### src/rtl/crc5_check.sv
// crc5_check: serial USB CRC5 checker (x^5+x^2+1, seed 5'b11111).
// Incoming frame bits are delayed through a 5-bit window so that the trailing
// CRC field is never forwarded. The bits leaving the window are data bits: they
// are forwarded on outb and folded into the running CRC. When recving drops,
// the window holds the received CRC, and it is compared with the running CRC.
// Optional feature macro: CRC5_INV_EN. When it is defined, the received CRC is
// compared with the complemented CRC, as it appears on the USB wire.
module crc5_check (
    input  logic clk,
    input  logic rst_L,
    input  logic inb,
    input  logic recving,
    input  logic pause_in,
    output logic outb,
    output logic out_valid,
    output logic sending,
    output logic done,
    output logic crc_ok,
    output logic crc_err,
    output logic len_err
);

    localparam logic [4:0] CRC_SEED = 5'b11111;
    localparam logic [4:0] CRC_POLY = 5'b00101;

    typedef enum logic [1:0] {
        ST_IDLE,
        ST_FILL,
        ST_PASS,
        ST_CHECK
    } state_t;

    state_t     state_q;
    logic [2:0] cnt_q;
    logic [4:0] shift_q;     // delay window, shift_q[0] is the newest bit
    logic [4:0] crc_q;
    logic       outb_q;
    logic       out_valid_q;
    logic       sending_q;
    logic       done_q;
    logic       crc_ok_q;
    logic       crc_err_q;
    logic       len_err_q;

    logic [4:0] shift_d;
    logic [4:0] crc_d;
    logic [4:0] crc_expected;
    logic       short_frame;
    logic       match;

    // Next window and next CRC for an accepted bit, plus the end-of-frame verdict
    always_comb begin
        shift_d = {shift_q[3:0], inb};
        crc_d   = {crc_q[3:0], 1'b0} ^ ((crc_q[4] ^ shift_q[4]) ? CRC_POLY : 5'b00000);
`ifdef CRC5_INV_EN
        crc_expected = ~crc_q;
`else
        crc_expected = crc_q;
`endif
        short_frame = (cnt_q < 3'd5);
        match       = !short_frame && (shift_q == crc_expected);
    end

    // Frame FSM; every output is registered and is computed one cycle ahead
    always_ff @(posedge clk) begin
        if (!rst_L) begin
            state_q     <= ST_IDLE;
            cnt_q       <= 3'd0;
            shift_q     <= 5'b00000;
            crc_q       <= CRC_SEED;
            outb_q      <= 1'b0;
            out_valid_q <= 1'b0;
            sending_q   <= 1'b0;
            done_q      <= 1'b0;
            crc_ok_q    <= 1'b0;
            crc_err_q   <= 1'b0;
            len_err_q   <= 1'b0;
        end else begin
            // Strobes and verdict flags are single-cycle unless set below
            outb_q      <= 1'b0;
            out_valid_q <= 1'b0;
            done_q      <= 1'b0;
            crc_ok_q    <= 1'b0;
            crc_err_q   <= 1'b0;
            len_err_q   <= 1'b0;
            case (state_q)
                ST_IDLE: begin
                    crc_q     <= CRC_SEED;
                    cnt_q     <= 3'd0;
                    shift_q   <= 5'b00000;
                    sending_q <= recving;
                    if (recving) begin
                        state_q <= ST_FILL;
                        if (!pause_in) begin
                            shift_q <= {4'b0000, inb};
                            cnt_q   <= 3'd1;
                        end
                    end
                end
                ST_FILL, ST_PASS: begin
                    if (!recving) begin
                        // The bit present in this cycle is ignored.
                        state_q   <= ST_CHECK;
                        sending_q <= 1'b0;
                        done_q    <= 1'b1;
                        crc_ok_q  <= match;
                        crc_err_q <= !match;
                        len_err_q <= short_frame;
                    end else if (!pause_in) begin
                        shift_q <= shift_d;
                        if (state_q == ST_FILL) begin
                            cnt_q <= cnt_q + 3'd1;
                            if (cnt_q == 3'd4) begin
                                state_q <= ST_PASS;
                            end
                        end else begin
                            // The bit leaving the window is a data bit.
                            outb_q      <= shift_q[4];
                            out_valid_q <= 1'b1;
                            crc_q       <= crc_d;
                        end
                    end
                end
                ST_CHECK: begin
                    crc_q     <= CRC_SEED;
                    cnt_q     <= 3'd0;
                    shift_q   <= 5'b00000;
                    sending_q <= recving;
                    if (recving) begin
                        // A back-to-back frame starts in this cycle.
                        state_q <= ST_FILL;
                        if (!pause_in) begin
                            shift_q <= {4'b0000, inb};
                            cnt_q   <= 3'd1;
                        end
                    end else begin
                        state_q <= ST_IDLE;
                    end
                end
                default: begin
                    state_q   <= ST_IDLE;
                    sending_q <= 1'b0;
                end
            endcase
        end
    end

    assign outb      = outb_q;
    assign out_valid = out_valid_q;
    assign sending   = sending_q;
    assign done      = done_q;
    assign crc_ok    = crc_ok_q;
    assign crc_err   = crc_err_q;
    assign len_err   = len_err_q;

endmodule

### config.mk
export PLATFORM = sky130hd
export DESIGN_NAME = crc5_check
export DESIGN_NICKNAME = d
export VERILOG_FILES = /design/src/rtl/crc5_check.sv
export SDC_FILE = /design/constraint.sdc
export NUM_CORES = 1
export LEC_CHECK = 0
export ABC_CLOCK_PERIOD_IN_PS = 3370
export CAP_MARGIN = 25
export CORE_MARGIN = 2
export CORE_UTILIZATION = 25
export DETAILED_ROUTE_END_ITERATION = 8
export PLACE_DENSITY_LB_ADDON = 0.15
export SLEW_MARGIN = 20
export SYNTH_ARGS = -nofsm -noshare
export SYNTH_HDL_FRONTEND = slang
export SYNTH_SLANG_ARGS = --single-unit
### constraint.sdc
create_clock -name clk -period 3.37 [get_ports clk]
set_input_delay 0.337 -clock clk [delete_from_list [all_inputs] [get_ports clk]]
set_output_delay 0.337 -clock clk [all_outputs]
set_load 0.02 [all_outputs]
=== Word-level counts from Yosys, hierarchy flattened ===
Index checks and enable logic that the tools add are counted.
W data, S select, Z words.

* Logic and storage cells: 73
* Register bits after elaboration: 22

* Order comparisons: 1
* Reduce and logical (&&, ||, !) cells: 14
* Add/sub/neg operators: 1
* Multiplexer cells: 27
* Eq/ne operators: 14
* Bitwise operators: 5

{| class="wikitable"
|+ Operators with widths
! operator !! number
|-
| $mux W5 || 6
|-
| $pmux W5 S2 || 2
|-
| $mux W3 || 4
|-
| $ne A2 B2 Y1 const B || 6
|-
| $mux W2 || 5
|-
| $ne A3 B3 Y1 const B || 3
|-
| $mux W1 || 7
|-
| $pmux W2 S3 || 1
|-
| $pmux W3 S2 || 1
|-
| $reduce_and A3 Y1 || 2
|-
| $eq A5 B5 Y1 || 1
|-
| $reduce_or A5 Y1 || 1
|-
| $xor A5 B3 Y5 || 1
|-
| $eq A2 B2 Y1 const B || 2
|-
| $reduce_and A2 Y1 || 2
|-
| $reduce_and A4 Y1 || 1
|-
| $reduce_or A2 Y1 || 2
|-
| $reduce_or A4 Y1 || 1
|-
| $add A3 B1 Y3 const B || 1
|-
| $eq A3 B3 Y1 const B || 1
|-
| $lt A3 B3 Y1 const B || 1
|-
| $not A1 Y1 || 3
|-
| $reduce_or A3 Y1 || 1
|-
| $eq A2 B1 Y1 const B || 1
|-
| 5 further kinds || 6
|}

=== Logic depth before layout (Yosys ltp) ===
Gate-level depths: netlist of run 1.

* Word-level depth: 7
* Depth in mapped cells: 6
* Gate-level depth less buffers: 6

=== Least setup slack after synthesis of run 1 ===
No wires, ideal clock.

* Path type: reg-to-reg
* Start: reg state_q[0]
* End: reg crc_ok_q, in the netlist crc_ok
* Required time: 3.282 ns
* Period minus slack after synthesis: 1.417 ns
* Data arrival time: 1.329 ns
* Path slack: 1.953 ns
* Setup time: 0.088 ns
* Path buffers: 0
* Cell stages (with the launch flop): 6
* Cell sequence: dfxtp_1 > inv_1 > ha_1 > nor2b_2 > nand2_1 > nor4_2

* Cells in the longest elaborated chain, start to end: 4
* Elaborated cells between the ends (all ways): 5
* Those cells by class: eq/ne (2); bitwise (1); reduce/logical (2)

{| class="wikitable"
|+ Ends and longest elaborated chain
! item !! RTL line !! source
|-
| start, declared || 33 || <nowiki>state_t state_q;</nowiki>
|-
| start signal, assigned || 67 || <nowiki>state_q <= ST_IDLE;</nowiki>
|-
| start signal, assigned || 93 || <nowiki>state_q <= ST_FILL;</nowiki>
|-
| start signal, assigned || 103 || <nowiki>state_q <= ST_CHECK;</nowiki>
|-
| $eq A2 B1 Y1 / $eq A2 B2 Y1 (equally long branches) || 86 || <nowiki>case (state_q)</nowiki>
|-
| $reduce_or A2 Y1 * || 86 ||
|-
| $not A1 Y1 (no line) * || -- ||
|-
| $reduce_or A3 Y1 (no line) * || -- ||
|-
| end signal, assigned || 106 || <nowiki>crc_ok_q <= match;</nowiki>
|-
| end, declared || 41 || <nowiki>logic crc_ok_q;</nowiki>
|}

Mark *: on every way between the ends. The rest lies on a longest branch, timed or not.
A chain may end at the register's enable or synchronous reset.

=== Final worst setup path of run 1 ===
Ends and elaborated chain as after synthesis.

==> results of run 1 <==
-- cell usage in the layout (no fill, tap or decap), types with 2 or more instances in the layout --
cell type,Yosys,final
clkbuf_8,0,4
a31oi_1,2,2
nor2_1,7,7
dfxtp_1,22,22
and3_1,2,2
nand2_1,12,12
xnor2_1,4,4
xor2_1,2,2
nor3b_1,2,2
o21ai_0,7,7
clkdlybuf4s50_1,0,11
inv_1,8,8
a21oi_1,10,10
nand4_1,3,3
ha_1,7,7
nand3_1,2,2
nor3_1,2,2
-- through the flow --
stage,cells,hold WS [ns],total power (W),utilization (%)
finish,175,0.461,0.000861,31.1
global route,175,0.469,0.000931,31.1
CTS,175,0.465,0.000872,31.1
detailed placement,171,0.452,0.000676,29.7
global placement,171,0.444,0.000676,29.7
floorplan,113,0.457,0.000586,-
-- final cells by class --
class | instances | area, um^2 | share of cell area (%)
clock buffers | 4 | 55.1 | 4.46
multi-input cells | 80 | 537 | 43.5
flip-flops and latches | 22 | 440 | 35.7
repair buffers | 11 | 110 | 8.92
well taps | 50 | 62.6 | 5.07
inverters | 8 | 30.0 | 2.43
-- flip-flops by register name, indices dropped and copies added (netlist names), 2 cells and up --
signal / cells
crc_expected: 5
shift_q: 5
cnt_q: 3
state_q: 2
-- power by group through the flow --
stage | sequential [W] | combinational (W) | clock, W
after floorplan | 0.000344 | 0.000242 | 0
after global placement | 0.000332 | 0.000344 | 0
after detailed placement | 0.000332 | 0.000344 | 0
after CTS | 0.000326 | 0.000345 | 0.000200
after global routing | 0.000331 | 0.000388 | 0.000212
final | 0.000326 | 0.000343 | 0.000192
-- cells by family (layout without fill, tap and decap cells) --
kind of cell             count (synthesis)  count (layout)  share of synthesized area [%]
buffers and inverters                   11              23                           4.99
adder cells (fa/ha/maj)                  7               7                           8.52
multiplexers                             2               2                           2.07
AO/OA/AOI/OAI                           27              27                           16.1
XOR/XNOR                                 6               6                           5.11
flip-flops                              22              22                           42.8
AND/OR/NAND/NOR                         38              38                           20.4
-- metal layers --
| layer | vias to the layer above | GRT usage (%) | part of all wire (%) |
|---|---|---|---|
| met2 | 12 | 15.3 | 44 |
| li1 | 410 | - | - |
| met1 | 352 | 14.3 | 51 |
| met5 | - | 0 | 0 |
| met4 | 0 | 5.25 | 1.0 |
| met3 | 2 | 1.97 | 3.8 |
-- final timing paths --
kind	slack (ns)	endpoint	cells after the start
hold reg to reg	0.46	sending	2
hold / removal	0.46	sending	2
setup reg to reg	1.48	crc_ok	5
setup / recovery	1.48	crc_ok	5
-- worst max-delay path, delay by kind of cell (launching register included) --
kind | cells | cell delay (ns)
simple gates | 3 | 0.73
buf+inv | 1 | 0.10
fa+ha+maj | 1 | 0.59
flops | 1 | 0.38
==> metrics.md, run 1 <==
| Metric | Value |
|---|---|
| Run status | complete, no violations |
| Type of origin of the critical path | flip-flop |
| Syn. warnings | 0 |
| Slowest stage delay, CP | a little under 0.6 ns |
| Final clock skew | 0.00475 ns |
| Placed cell area | 1180 um^2 |
| Post-synthesis sequential area ratio | ~43% |
| CP max-delay cell | ha_1 |
| List of most frequent post-synthesis cells | 22 x dfxtp_1, 12 x nand2_1, 10 x a21oi_1, 8 x inv_1 |
| Hold Startpoint | sending |
| Req. time, crit path | 3.55 ns |
| Share of cells above drive strength 1 | a little under a tenth |
| Area share of the largest cell type after synthesis | between 40% and 50% |
| DR vias/cell | between 4 and 5 |
| RePlAce Congestion | 0.785 |
| Vias post-DR | ~780 |
| Clock Power Share | approximately 22% |
| Global route total overflow | 0 |
| # rows | 23 |
| Chip Height | between 60 and 70 um |
| I/O Pins | 12 |
| Starting Density | approximately a quarter |
| Post-CTS Repair Setup Buffers | 0 |
| Crit Path Max Fanout | 17 |
| WL/cell | roughly 11 um |
| Sw Pwr | approximately 0.00032 W |
| Mapped Area | roughly 1000 um^2 |
| Max Slew Vio Count | 0 |
| Iter 0 DRT Violations | 35 |
| R2r startpoint | state_q[0] |
| # fillers | 431 |
| Clock root cell | clkbuf_8 |
| Crit-path cells | inv_1 -> ha_1 -> nor2b_2 -> nand2_1 -> nor4_2 |
| Count of different cell masters after synthesis | 35 |
| Pin count of the biggest net entering global routing | 18 |
| Largest area contributor in the netlist | dfxtp_1 |
| Max frequency | roughly 0.53 GHz |
| Relative slew slack | around 68% |
| First-pass GRT wire length | approximately 3500 um |
| Chip Width | just under 70 um |
| Count leader, synth | dfxtp_1 |
| N_diodes | 0 |
| Critical path arrival | roughly 2.1 ns |
| Synth async-reset ratio | 0% |
| Ranking of synthesized cells by area | dfxtp_1 43%, ha_1 8.5%, a21oi_1 4.9%, nand2_1 4.4%, o21ai_0 3.4% |
| Worst setup EP type | flip-flop |
| Die area | approximately 4600 um^2 |
| Tot GR Track Use | between 10% and 20% |
| Core area | around 4000 um^2 |
| Final setup margin | roughly 1.5 ns |
| Worst min-delay path class | reg2reg |
| Hold buffers post-CTS | 0 |
| Type of the worst setup path | reg2reg |
| Syn-to-layout area delta | 20.1% |
| First-pass DRT Iterations | 4 |
| Tightest Pin Transition | ~0.47 ns |
| Clock period minus worst slack | between 1.5 and 2 ns |
| Clk sinks | 22 |
| VDD IR max | ~290 uV |
| Setup Viol. Count Final | 0 |
| Setup TNS | 0 ns |
| Cell Int Power | about 0.00054 W |
| Synthesized Nets | 125 |
| Max cap viols | 0 |
| P_leak | 0.461 nW |
| Final period utilization | between 50% and 60% |
| Fin nets | approximately 140 |
| CTS tree | done |
| Reg clk slew, reported paths | about 0.08 ns |
| Routed wire length | between 2000 and 2500 um |
| Pre-CTS setup slack | ~1.4 ns |
| Final Hold Viols | 0 |
| Vias in the first global route | ~750 |
| Sequential power share | 37.9% |
| Inserted Clock Buffers | 3 |
| H-tree level count | 1 |
| Number of nets with antenna violations after routing | 0 |
| Power per cell area | around 700 nW/um^2 |
| Final HPWL DP | between 1500 and 2000 um |
| Switching share of power | 37.2% |
| Cells after Synth | between 100 and 150 |
| Post-synth EDFFs | 0 |
| PostCTS Resize Cnt | 0 |
| PortBufs | 11 |
| RSZ-0062 raised after global routing | false |
| Setup crit start | state_q[0] |
| # DRC | 0 |
| Clock tree buffer depth | 2 |
| Final Cell Area | 1230 um^2 |
| Combinational power share | 39.9% |
| Register bit total from synthesis | 22 |
| Clk_lat worst skew | 0.26 ns |
| Syn avg cell area | just over 9 um^2 |
| Antenna violations before repair | 0 |
| Top FF cell, synth | dfxtp_1 |
(Power assumes the default switching activity.)
==> run 2: changes to the inputs <==
--- a/config.mk
+++ b/config.mk
@@ -5,7 +5,7 @@
 export SDC_FILE = /design/constraint.sdc
 export NUM_CORES = 1
 export LEC_CHECK = 0
-export ABC_CLOCK_PERIOD_IN_PS = 3370
+export ABC_CLOCK_PERIOD_IN_PS = 2000
 export CAP_MARGIN = 25
 export CORE_MARGIN = 2
 export CORE_UTILIZATION = 25
==> constraint.sdc (replaced) <==
create_clock -name clk -period 2 [get_ports clk]
set_input_delay 0.2 -clock clk [delete_from_list [all_inputs] [get_ports clk]]
set_output_delay 0.2 -clock clk [all_outputs]
set_load 0.02 [all_outputs]
==> metrics.md, run 2 (same netlist as run 1, synthesis figures left out) <==
| Metric | Value |
|---|---|
| Final period utilization | 81.8% (was 56.0%) |
| Clock root cell | clkbuf_8 (unchanged) |
| Cell Int Power | 0.000929 W (was 0.000541 W) |
| Hold buffers post-CTS | 0 (unchanged) |
| Critical path arrival | 1.79 ns (was 2.06 ns) |
| Switching share of power | 36.9% (was 37.2%) |
| First-pass GRT wire length | 3480 um (was 3510 um) |
| Inserted Clock Buffers | 3 (unchanged) |
| Starting Density | 25.9% (unchanged) |
| Placed cell area | 1190 um^2 (was 1180 um^2) |
| Fin nets | 140 (was 138) |
| Iter 0 DRT Violations | 25 (was 35) |
| FF-to-FF path depth | 6 (was 5) |
| Tot GR Track Use | 10.1% (was 10.4%) |
| Combinational power share | 40.7% (was 39.9%) |
| # DRC | 0 (unchanged) |
| Type of origin of the critical path | flip-flop (unchanged) |
| Type of the worst setup path | reg2reg (unchanged) |
| P_leak | 0.470 nW (was 0.461 nW) |
| Area of the multi-input gates | 537 um^2 (unchanged) |
| Sequential power share | 37.3% (was 37.9%) |
| Relative slew slack | 67.0% (was 68.4%) |
| Clock Power Share | 22.0% (was 22.3%) |
| Number of nets with antenna violations after routing | 0 (unchanged) |
| Post-CTS Repair Setup Buffers | 0 (unchanged) |
| DR vias/cell | 4.47 (was 4.43) |
| PortBufs | 11 (unchanged) |
| Final Cell Area | 1250 um^2 (was 1230 um^2) |
| Final HPWL DP | 1570 um (was 1500 um) |
| RePlAce Congestion | 0.801 (was 0.785) |
| Routed wire length | 2040 um (was 2000 um) |
| Clock period minus worst slack | 1.64 ns (was 1.89 ns) |
| Syn-to-layout area delta | 21.5% (was 20.1%) |
| PostCTS Resize Cnt | 0 (unchanged) |
| Tightest Pin Transition | 0.494 ns (was 0.474 ns) |
| Final non-filler cell total | 177 (was 175) |
| Vias post-DR | 791 (was 776) |
| Power per cell area | 1180 nW/um^2 (was 697 nW/um^2) |
| # rows | 23 (unchanged) |
| Global route total overflow | 0 (unchanged) |
| First-pass DRT Iterations | 4 (unchanged) |
| Final clock skew | 0.00532 ns (was 0.00475 ns) |
| Final Hold Viols | 0 (unchanged) |
| WL/cell | 11.5 um (was 11.4 um) |
| Setup Viol. Count Final | 0 (unchanged) |
| Reg clk slew, reported paths | 0.09 ns (was 0.08 ns) |
| Worst setup EP type | flip-flop (unchanged) |
| CTS tree | done (unchanged) |
| Setup TNS | 0 ns (unchanged) |
| Worst min-delay path class | reg2reg (unchanged) |
| Chip Height | 68.1 um (unchanged) |
| Vias in the first global route | 753 (was 751) |
| H-tree level count | 1 (unchanged) |
| Share of cells above drive strength 1 | 11.0% (was 9.60%) |
| Core area | 3970 um^2 (unchanged) |
| Sw Pwr | 0.000543 W (was 0.000320 W) |
| Req. time, crit path | 2.15 ns (was 3.55 ns) |
| VDD IR max | 537 uV (was 286 uV) |
| Clk sinks | 22 (unchanged) |
| I/O Pins | 12 (unchanged) |
| Most common cell after layout, fill and taps aside | dfxtp_1 (unchanged) |
| Register Area | 440 um^2 (unchanged) |
| Pin count of the biggest net entering global routing | 15 (was 18) |
| RSZ-0062 raised after global routing | false (unchanged) |
| N_diodes | 0 (unchanged) |
| Hold path cells | 2 (unchanged) |
| Crit Path Max Fanout | 14 (was 17) |
| # fillers | 403 (was 431) |
| Clock tree buffer depth | 2 (unchanged) |
| Placed insts | 173 (was 171) |
| Max frequency | 0.611 GHz (was 0.530 GHz) |
| Max Slew Vio Count | 0 (unchanged) |
| Chip Width | 68.1 um (unchanged) |
| Run status | complete, no violations (unchanged) |
| Clk_lat worst skew | 0.26 ns (about the same) |
| Antenna violations before repair | 0 (unchanged) |
| Die area | 4640 um^2 (unchanged) |
| Commonest cells after routing, fill and taps aside | 22 x dfxtp_1, 12 x nand2_1, 11 x clkdlybuf4s50_1 (unchanged) |
| Max cap viols | 0 (unchanged) |
## run 2: cell count changes in the layout (fill, tap and decap cells not counted), sizes merged
cell / delta
buf: +2
## run 2: routing by layer
layer / share of wire [%] / vias to the layer above / GRT usage (%)
met2: 44 / 19 / 14.6
li1: - / 413 / -
met3: 5.5 / 2 / 2.80
met1: 49 / 357 / 13.6
met4: 1.0 / 0 / 5.50
met5: 0 / - / 0
## run 2: cell type report
| class | instances | share of cell area (%) |
|---|---|---|
| multi-input combinational | 80 | 42.9 |
| sequential | 22 | 35.2 |
| timing repair buffer | 13 | 10.0 |
| tap | 50 | 5.01 |
| clock buffer | 4 | 4.40 |
| inverter | 8 | 2.40 |
## run 2: power groups by stage
stage                     sequential (W)  combinational (W)  clock (W)
after floorplan                 0.000580           0.000408          0
after global placement          0.000560           0.000598          0
after detailed placement        0.000560           0.000605          0
after CTS                       0.000550           0.000609   0.000335
after global routing            0.000560           0.000669   0.000349
final                           0.000548           0.000599   0.000324
## run 2: worst paths after layout
path | startpoint | end | slack [ns]
min | sending | sending | 0.46
min reg2reg | sending | sending | 0.46
max | state_q[0] | crc_expected[1] | 0.36
max reg2reg | state_q[0] | crc_expected[1] | 0.36
## run 2: stage by stage
stage / power, W / utilization [%] / worst slack [ns] / hold slack (ns)
final: 0.00147 / 31.5 / 0.363 / 0.459
after global routing: 0.00158 / 31.5 / 0.200 / 0.515
after detailed placement: 0.00117 / 30.1 / 0.215 / 0.450
after floorplan: 0.000988 / - / 0.583 / 0.336
after global placement: 0.00116 / 30.1 / 0.270 / 0.443
after CTS: 0.00149 / 31.5 / 0.361 / 0.463
## run 2: critical path, stage by stage (launching register included)
cell and delay (ns):
dfxtp_1 0.38, inv_1 0.10, ha_1 0.34, buf_4 0.20, a21o_1 0.22, nor3b_1 0.20, o21ai_0 0.09
